File: src/rtl/cordic_vector.sv
// Vectoring CORDIC: (x,y) Q2.14 -> magnitude Q2.14 and atan2 angle Q3.13 (gain scaling under CORDIC_VECTOR_GAIN_COMP_EN).
// Latency: ITER+1 cycles from the en edge to the done edge, ITER+2 with gain compensation.
// Backpressure: none; en is ignored while busy except in the DONE cycle, where it starts the next operation.
module cordic_vector #(
    parameter int ITER = 14
) (
    input  logic        clk,
    input  logic        rst,
    input  logic        en,
    input  logic [15:0] x_in,
    input  logic [15:0] y_in,
    output logic [15:0] mag,
    output logic [15:0] ang,
    output logic        done,
    output logic        busy
);

    localparam logic [3:0]         LAST    = 4'(ITER - 1);
    localparam logic signed [15:0] HALF_PI = 16'sh3244;
    localparam logic signed [15:0] PI      = 16'sh6488;

`ifdef CORDIC_VECTOR_GAIN_COMP_EN
    typedef enum logic [1:0] {IDLE, ROT, GAIN, DONE} state_t;
    localparam logic signed [33:0] KGAIN = 34'sd9949;
    logic signed [33:0] prod;
    logic signed [18:0] g_q;
`else
    typedef enum logic [1:0] {IDLE, ROT, DONE} state_t;
`endif

    state_t state_q, state_d;
    logic               start;
    logic signed [18:0] x_q, y_q;
    logic signed [15:0] z_q;
    logic [3:0]         cnt_q;
    logic               zero_q;

    logic signed [18:0] xs, ys, px, py;
    logic signed [15:0] pz;
    logic signed [18:0] x_sh, y_sh, x_n, y_n, src;
    logic signed [15:0] z_n, ang_c;
    logic [15:0]        mag_c;

    function automatic logic signed [15:0] atan_rom(input logic [3:0] i);
        case (i)
            4'd0:    atan_rom = 16'sd6434;
            4'd1:    atan_rom = 16'sd3798;
            4'd2:    atan_rom = 16'sd2007;
            4'd3:    atan_rom = 16'sd1019;
            4'd4:    atan_rom = 16'sd511;
            4'd5:    atan_rom = 16'sd256;
            4'd6:    atan_rom = 16'sd128;
            4'd7:    atan_rom = 16'sd64;
            4'd8:    atan_rom = 16'sd32;
            4'd9:    atan_rom = 16'sd16;
            4'd10:   atan_rom = 16'sd8;
            4'd11:   atan_rom = 16'sd4;
            4'd12:   atan_rom = 16'sd2;
            4'd13:   atan_rom = 16'sd1;
            default: atan_rom = 16'sd0;
        endcase
    endfunction

    always_ff @(posedge clk) begin
        if (!rst) state_q <= IDLE;
        else      state_q <= state_d;
    end

    always_comb begin
        state_d = state_q;
        start   = 1'b0;
        case (state_q)
            IDLE: if (en) begin
                start   = 1'b1;
                state_d = ROT;
            end
`ifdef CORDIC_VECTOR_GAIN_COMP_EN
            ROT:  if (cnt_q == LAST) state_d = GAIN;
            GAIN: state_d = DONE;
`else
            ROT:  if (cnt_q == LAST) state_d = DONE;
`endif
            DONE: begin
                start   = en;
                state_d = en ? ROT : IDLE;
            end
            default: state_d = IDLE;
        endcase
    end

    // Left-half-plane inputs are turned by -/+90 degrees so the iterations always converge.
    always_comb begin
        xs = {{3{x_in[15]}}, x_in};
        ys = {{3{y_in[15]}}, y_in};
        px = xs;
        py = ys;
        pz = 16'sd0;
        if (x_in[15]) begin
            if (!y_in[15]) begin
                px = ys;
                py = -xs;
                pz = HALF_PI;
            end else begin
                px = -ys;
                py = xs;
                pz = -HALF_PI;
            end
        end
    end

    always_comb begin
        x_sh = x_q >>> cnt_q;
        y_sh = y_q >>> cnt_q;
        if (y_q[18]) begin
            x_n = x_q - y_sh;
            y_n = y_q + x_sh;
            z_n = z_q - atan_rom(cnt_q);
        end else begin
            x_n = x_q + y_sh;
            y_n = y_q - x_sh;
            z_n = z_q + atan_rom(cnt_q);
        end
    end

`ifdef CORDIC_VECTOR_GAIN_COMP_EN
    always_comb prod = 34'(x_q) * KGAIN;
    always_comb src  = g_q;
`else
    always_comb src  = x_q;
`endif

    // The zero vector has no defined angle; the iterations would otherwise sum the whole ROM.
    always_comb begin
        mag_c = src[15:0];
        if (zero_q || src[18]) mag_c = 16'h0000;
        else if (src > 19'sd32767) mag_c = 16'h7FFF;
        ang_c = z_q;
        if (zero_q)          ang_c = 16'sd0;
        else if (z_q > PI)   ang_c = PI;
        else if (z_q < -PI)  ang_c = -PI;
    end

    always_ff @(posedge clk) begin
        if (!rst) begin
            x_q    <= '0;
            y_q    <= '0;
            z_q    <= '0;
            cnt_q  <= '0;
            zero_q <= 1'b0;
            mag    <= '0;
            ang    <= '0;
            done   <= 1'b0;
            busy   <= 1'b0;
`ifdef CORDIC_VECTOR_GAIN_COMP_EN
            g_q    <= '0;
`endif
        end else begin
            done <= 1'b0;
            busy <= (state_d != IDLE);
            if (state_q == DONE) begin
                mag  <= mag_c;
                ang  <= ang_c;
                done <= 1'b1;
            end
            if (start) begin
                x_q    <= px;
                y_q    <= py;
                z_q    <= pz;
                cnt_q  <= '0;
                zero_q <= (x_in == 16'h0000) && (y_in == 16'h0000);
            end else if (state_q == ROT) begin
                x_q   <= x_n;
                y_q   <= y_n;
                z_q   <= z_n;
                cnt_q <= cnt_q + 4'd1;
            end
`ifdef CORDIC_VECTOR_GAIN_COMP_EN
            if (state_q == GAIN) g_q <= 19'(prod >>> 14);
`endif
        end
    end

endmodule

File: config.mk
export PLATFORM = sky130hd
export DESIGN_NAME = cordic_vector
export DESIGN_NICKNAME = d
export VERILOG_FILES = /design/src/rtl/cordic_vector.sv
export SDC_FILE = /design/constraint.sdc
export NUM_CORES = 1
export LEC_CHECK = 0
export BUFFER_PORTS_ARGS = -buffer_cell sky130_fd_sc_hd__buf_2
export CAP_MARGIN = 5
export CORE_ASPECT_RATIO = 1.75
export CORE_UTILIZATION = 25
export CTS_CLUSTER_SIZE = 25
export DETAILED_ROUTE_END_ITERATION = 8
export PLACE_DENSITY = 0.45
export SLEW_MARGIN = 20
export SYNTH_ARGS = -nofsm -noshare
export SYNTH_HDL_FRONTEND = slang
export SYNTH_SLANG_ARGS = --single-unit
File: constraint.sdc
create_clock -name clk -period 5.3 [get_ports clk]
set_clock_uncertainty 0.15 [all_clocks]
set_input_delay 1.59 -clock clk [delete_from_list [all_inputs] [get_ports clk]]
set_output_delay 1.59 -clock clk [all_outputs]
set_load 0.02 [all_outputs]
## Word level (Yosys, flattened, before mapping)

Memories as Yosys holds them, arrays and structs flattened. A register that Yosys moved wholly into a read port is not among the register bits.
Index checks and enable logic that the tools add are counted.

- Bits in latches: 0
- Memories kept: 2
- Bits in writable memories: 0
- Flip-flop bits (word level): 95
- Logic and storage cells: 71
- Bits in read-only memories: 416

- Multiplexer cells: 33
- Magnitude comparators: 3
- Bitwise operators: 1
- $mul: 0
- Shift-type cells: 2
- $add $sub $neg: 9
- Eq/ne operators: 3
- Divide/modulo/power cells: 0
- Reduce and logical (&&, ||, !) cells: 8

Memories:

| name | words | width | read ports | clocked after Yosys merged registers in | write ports | line | RTL |
|---|---|---|---|---|---|---|---|
| (name not given) | 16 | 13 | 1 | 1 | 0 | 45 | `case (i)` |
| (name not given) | 16 | 13 | 1 | 1 | 0 | 45 |  |

Operator list:

| kind | count |
|---|---|
| $mux W16 | 12 |
| $mux W19 | 10 |
| $add A19 B19 Y19 | 2 |
| $neg A16 Y19 | 2 |
| $sshr A19 B4 Y19 | 2 |
| $sub A19 B19 Y19 | 2 |
| $logic_not A16 Y1 | 2 |
| $gt A19 B16 Y1 const B | 1 |
| $add A16 B16 Y16 | 1 |
| $gt A16 B16 Y1 const B | 1 |
| $lt A16 B16 Y1 const B | 1 |
| $mux W4 | 4 |
| $sub A16 B16 Y16 | 1 |
| $pmux W2 S3 | 1 |
| $add A4 B1 Y4 const B | 1 |
| $eq A4 B4 Y1 const B | 1 |
| $mux W2 | 2 |
| $reduce_bool A2 Y1 | 2 |
| $mux W1 | 3 |
| $eq A2 B1 Y1 const B | 1 |
| $eq A2 B2 Y1 const B | 1 |
| $logic_not A2 Y1 | 1 |
| $pmux W1 S2 | 1 |
| $reduce_or A2 Y1 | 1 |
| 3 further kinds | 3 |

## Depth between registers and ports, before layout

- Depth after elaboration: 5
- Mapped depth: 26
- Depth with buffers taken out: 22

## Least setup slack after synthesis

OpenSTA, ideal clock, no wires.

- Path kind: register to register
- Start point: register cnt_q[1]
- End point: register x_q[18], in the netlist src[18]
- Slack: -0.100 ns
- Cell stages (with the launch flop): 26
- Path buffers: 4
- Setup time: 0.074 ns
- Data arrival time: 5.175 ns
- Required time: 5.076 ns
- Cell sequence: dfxtp_1 -> buf_2 -> buf_6 -> buf_2 -> buf_2 -> mux4_2 -> mux2i_1 -> mux2i_1 -> inv_1 -> ha_1 -> nand2_1 -> or4b_2 -> o32a_1 -> nor3_4 -> a21oi_1 -> xor2_1 -> o21ai_0 -> ha_1 -> a21oi_1 -> nor2b_1 -> o31a_1 -> a2111oi_0 -> o21bai_1 -> xnor2_1 -> or3_1 -> a31oi_1

- Cells in the longest elaborated chain, start to end: 5

RTL lines:

| what | line | RTL |
|---|---|---|
| start, declared | 35 | `logic [3:0] cnt_q;` |
| start signal, assigned | 175 | `cnt_q <= cnt_q + 4'd1;` |
| $sshr A19 B4 Y19 * | 113 | `y_sh = y_q >>> cnt_q;` |
| $add A19 B19 Y19 / $sub A19 B19 Y19 (equally long branches) | 119, 115 |  |
| $mux W19 * | 114 | `if (y_q[18]) begin` |
| $mux W19 * | 171 | `end else if (state_q == ROT) begin` |
| $mux W19 * | 165 | `if (start) begin` |
| end signal, assigned | 166 | `x_q <= px;` |
| end signal, assigned | 172 | `x_q <= x_n;` |
| end, declared | 33 | `logic signed [18:0] x_q, y_q;` |

Mark *: on every way between the ends. The rest lies on a longest branch, timed or not. The select of a mux whose other input is x is not followed.
A chain may end at the register's enable or synchronous reset.

## Worst setup path in the final report

- Start point: register cnt_q[0]
- End point: register y_q[18]

- Cells in the longest elaborated chain, start to end: 5

RTL lines:

| what | line | RTL |
|---|---|---|
| $sshr A19 B4 Y19 * | 112 | `x_sh = x_q >>> cnt_q;` |
| $sub A19 B19 Y19 / $add A19 B19 Y19 (equally long branches) | 120, 116 |  |
| $mux W19 * | 114 |  |
| $mux W19 * | 171 |  |
| $mux W19 * | 165 |  |
| end signal, assigned | 167 | `y_q <= py;` |
| end signal, assigned | 173 | `y_q <= y_n;` |
| end, declared | 33 |  |

Marks and branches as above.

==> impl_metrics.csv <==
group,metric,value,unit
outcome,status,"finished clean",
route,num_vias,11100,
setup_path,cp.buffers_inverters,2,
pwr,intPower,3.04,mW
pwr,sequentialPowerShare,0.183,
pwr,share_comb_of_total_power,0.682,
setup_path,count_of_cells_along_the_worst_register_to_register_path,20,
synth,postSynth.asyncResetShare,0,
synth,synth_flop_cell,"dfxtp_1",
floorplanning,floorplan.initialDensity,0.253,
synth,yosys.cell_count.top_type,"nor2_1",
clocking,ctsHtreeMaxLevel,3,
floorplanning,placement_rows,99,
sta,achievable-frequency,197,MHz
setup_path,cpLargestDelayFamily,"compound AO/OA/AOI/OAI gates",
setup_path,setup.worst_path.start,"cnt_q[0]",
setup_path,slowest_delay,540,ps
setup_path,cp.depth,20,
floorplanning,die_w,157,um
setup_path,crit_path_top_delay_cell,"mux4_2",
route,route.top_layer_used,"met4",
clocking,clock_tree_from_tritoncts,"done",
global_routing,gr-total-overflow,0,
sta,slew_at_the_pin_with_the_worst_max_slew_slack,1010,ps
sta,min_period_over_period,0.957,
sta,finalMaxSlewViolations,0,
floorplanning,die_y,273,um
setup_path,setup.worst_path.end_class,"flip-flop",
route,dr.pass1.iters,4,
floorplanning,io-pin-count,69,
placed_design,port_buffers,68,
global_routing,grt_usage,0.213,
layout,final-instance-count-excl-fill,2084,
sta,hold-worst-slack,301,ps
sta,slew_headroom,0.328,
clocking,cts_hold_repair.buffers,0,
layout,multi_input_area,8080,um2
setup_path,path_class,"reg -> reg",
global_routing,grt_start_max_net_pins,53,
clocking,cts.clk_slew.worst_paths,100,ps
clocking,clock_sinks,108,
sta,rsz0062_at_grt,"true",
layout,final_util,0.319,
synth,synthesis.instances,1337,
setup_path,worst_case_register_to_register_setup_slack,230,ps
route,drt_wl_total,45100,um
min_path,min_delay_path_depth,2,
route,vias_per_cell,5.32,
synth,netlist-cell-type-count,81,
pwr,switching_share,0.460,
floorplanning,die-area,42900,um2
placed_design,routabilityCongestion,0.958,
synth,yosysTopAreaCell,"dfxtp_1",
sta,timing.final.setup_violations,0,
setup_path,cp_max_fo,7,
route,met2WireLength,25800,um
synth,seq_area_frac_synth,0.206,
layout,fillers,4532,
setup_path,rr_endpoint,"y_q[18]",
setup_path,crit_required,5410,ps
synth,synthesis.nets,1441,
synth,synth.top_cells.by_count,"nor2_1 (161), nand2_1 (128), a21oi_1 (121)",
setup_path,worst_setup_path_start_kind,"flip-flop",
min_path,hold_start,"mag[4]",
placed_design,dp_hpwl,36200,um
synth,post_synth_edffs,0,
synth,synthesized_area_divided_by_synthesized_cell_count,7.86,um2
pwr,power.density,424,nW/um2
pwr,leakage,5.50,nW
synth,netlist.area_leader.share,0.206,
synth,synth_seq_cells,108,
route,met1_length,14700,um
placed_design,placed_cells,2060,
pwr,power.share.clock,0.135,
route,dr_wl_met3,980,um
global_routing,antenna_found_initial,0,
pwr,fin_total_pwr,5.63,mW
clocking,clk_root_buffer_cell,"clkbuf_16",
setup_path,most_frequent_cell_on_the_critical_path,"xnor2_1",
synth,netlist_area,10500,um2
clocking,tritoncts.num_buffers,9,
min_path,worstHoldEndpoint,"mag[4]",
layout,seqCellArea,2170,um2
clocking,max-clock-path-buffers,2,
sta,report.final.hold_viol_count,0,
layout,finish.net_count,1628,
sta,finalWorstPathRequiredPeriod,5070,ps
layout,insertedDiodeCount,0,
pwr,vdd.ir_drop.worst,0.180,mV
pwr,power.switching,2.59,mW
layout,post_route_cells_drive_above_1_share,0.243,
synth,yosys_warnings,0,
layout,layout-area-overhead-vs-synth,26.1,%
setup_path,cp_cell_sequence,"buf_6 -> mux4_2 -> mux2_2 -> or3_1 -> a21oi_2 -> and3_4 -> and2_1 -> a21oi_1 -> xnor2_1 -> ha_1 -> nor3_2 -> o2111ai_2 -> a41oi_2 -> o21ai_0 -> buf_4 -> a2111o_1 -> nand3_1 -> and4b_1 -> xnor2_1 -> o22ai_1",
setup_path,worst-endpoint-arrival,5190,ps
floorplanning,design.core.area,41600,um2
route,final_antenna_net_count,0,
global_routing,first_global_vias,11000,
route,detail_route.wl_per_cell,21.6,um
flow_run,max-cap-violations,0,
clocking,clk_lat_worst_skew,400,ps
min_path,hold_path_class,"reg -> reg",
route,route.detailed.drc,0,
setup_path,r2r_start,"cnt_q[0]",
global_routing,global_route_wire_length_before_repair,66800,um
synth,synth_area_leaders,"dfxtp_1 (21%), ha_1 (7.9%), mux4_2 (6.4%), a21oi_1 (5.8%), nor2_1 (5.7%)",
route,initialDrtViolationCount,622,
-- logic make-up (layout without fill, tap and decap cells) --
logic type,after synthesis,in the layout,synth area share
AOI/OAI and AO/OA,402,402,0.246
xor gates and xnor gates,106,106,0.0896
adders and majority gates,69,69,0.0842
buffers and inverters,125,317,0.0485
DFF,108,108,0.206
muxes,85,85,0.132
and+or+nand+nor,442,442,0.194
-- worst register-to-register path, stage by stage (launching register included) --
cell and delay, ps:
dfxtp_4 430, buf_6 160, mux4_2 540, mux2_2 300
or3_1 380, a21oi_2 200, and3_4 210, and2_1 180
a21oi_1 100, xnor2_1 140, ha_1 210, nor3_2 220
o2111ai_2 230, a41oi_2 300, o21ai_0 120, buf_4 160
a2111o_1 420, nand3_1 90, and4b_1 200, xnor2_1 120
o22ai_1 90
-- stage by stage --
step                cell area [um2]  setup TNS, ps  setup slack [ps]
finish                        13300              0               228
global placement              12600          -1360              -317
detailed placement            12600          -1610              -354
floorplan                     10500              0              21.3
global route                  13300          -20.0             -8.17
CTS                           13000              0              2.42
-- placed cells by master, fill, tap and decap left out, types with 5 or more instances in the layout --
| cell type | instances |
|---|---|
| o21a_1 | 11 |
| ha_1 | 63 |
| buf_12 | 5 |
| a22oi_1 | 13 |
| inv_1 | 39 |
| a211oi_1 | 21 |
| mux4_1 | 9 |
| a21o_1 | 14 |
| nand2_1 | 128 |
| o22ai_1 | 14 |
| nand3_1 | 28 |
| nor2b_1 | 13 |
| or3_1 | 11 |
| mux4_2 | 30 |
| a221oi_1 | 21 |
| buf_2 | 68 |
| and2_1 | 7 |
| nor4_1 | 7 |
| xnor2_1 | 68 |
| o21ai_0 | 78 |
| nand2b_1 | 13 |
| o21bai_1 | 7 |
| xor2_1 | 37 |
| mux2i_1 | 30 |
| a311oi_1 | 7 |
| nor3_1 | 29 |
| buf_4 | 183 |
| mux2_2 | 10 |
| a31oi_1 | 15 |
| dfxtp_1 | 104 |
| a21oi_1 | 117 |
| and3_1 | 14 |
| clkbuf_16 | 9 |
| nor2_1 | 159 |
| o211ai_1 | 15 |
| o31ai_1 | 8 |
-- timing repair --
item | in CTS | in global routing
buffers inserted | 0 | 8
resized for setup | 16 | 42
pin swaps | 5 | 21
setup endpoints to repair | 8 | 12
-- how the worst max path moves through the flow --
| stage | end | slack, ps |
|---|---|---|
| floorplan | src[18] | 20 |
| global placement | y_q[16] | -320 |
| detailed placement | y_q[18] | -350 |
| CTS | src[17] | 2 |
| global route | src[17] | -8 |
| finish | y_q[18] | 230 |
-- metal layers --
layer	track usage	vias up
met1	0.188	5374
met2	0.429	278
li1	-	5309
met4	0.162	0
met5	0	-
met3	0.0228	130
-- power by group through the flow --
| stage | clock [mW] | sequential (mW) | combinational, mW |
|---|---|---|---|
| after floorplan | 0 | 1.02 | 2.23 |
| after global placement | 0 | 1.05 | 3.66 |
| after detailed placement | 0 | 1.05 | 3.67 |
| after CTS | 0.777 | 1.03 | 3.74 |
| after global routing | 0.806 | 1.04 | 4.16 |
| final | 0.760 | 1.03 | 3.84 |
-- area by class of cell --
cell class / instances / share of cell area
Multi-Input combinational cell: 1104 / 0.609
Sequential cell: 108 / 0.164
Timing Repair Buffer: 258 / 0.139
Tap cell: 555 / 0.0524
Clock buffer: 9 / 0.0170
Inverter: 43 / 0.0122
Clock inverter: 7 / 0.00689
(Power assumes the default switching activity.)
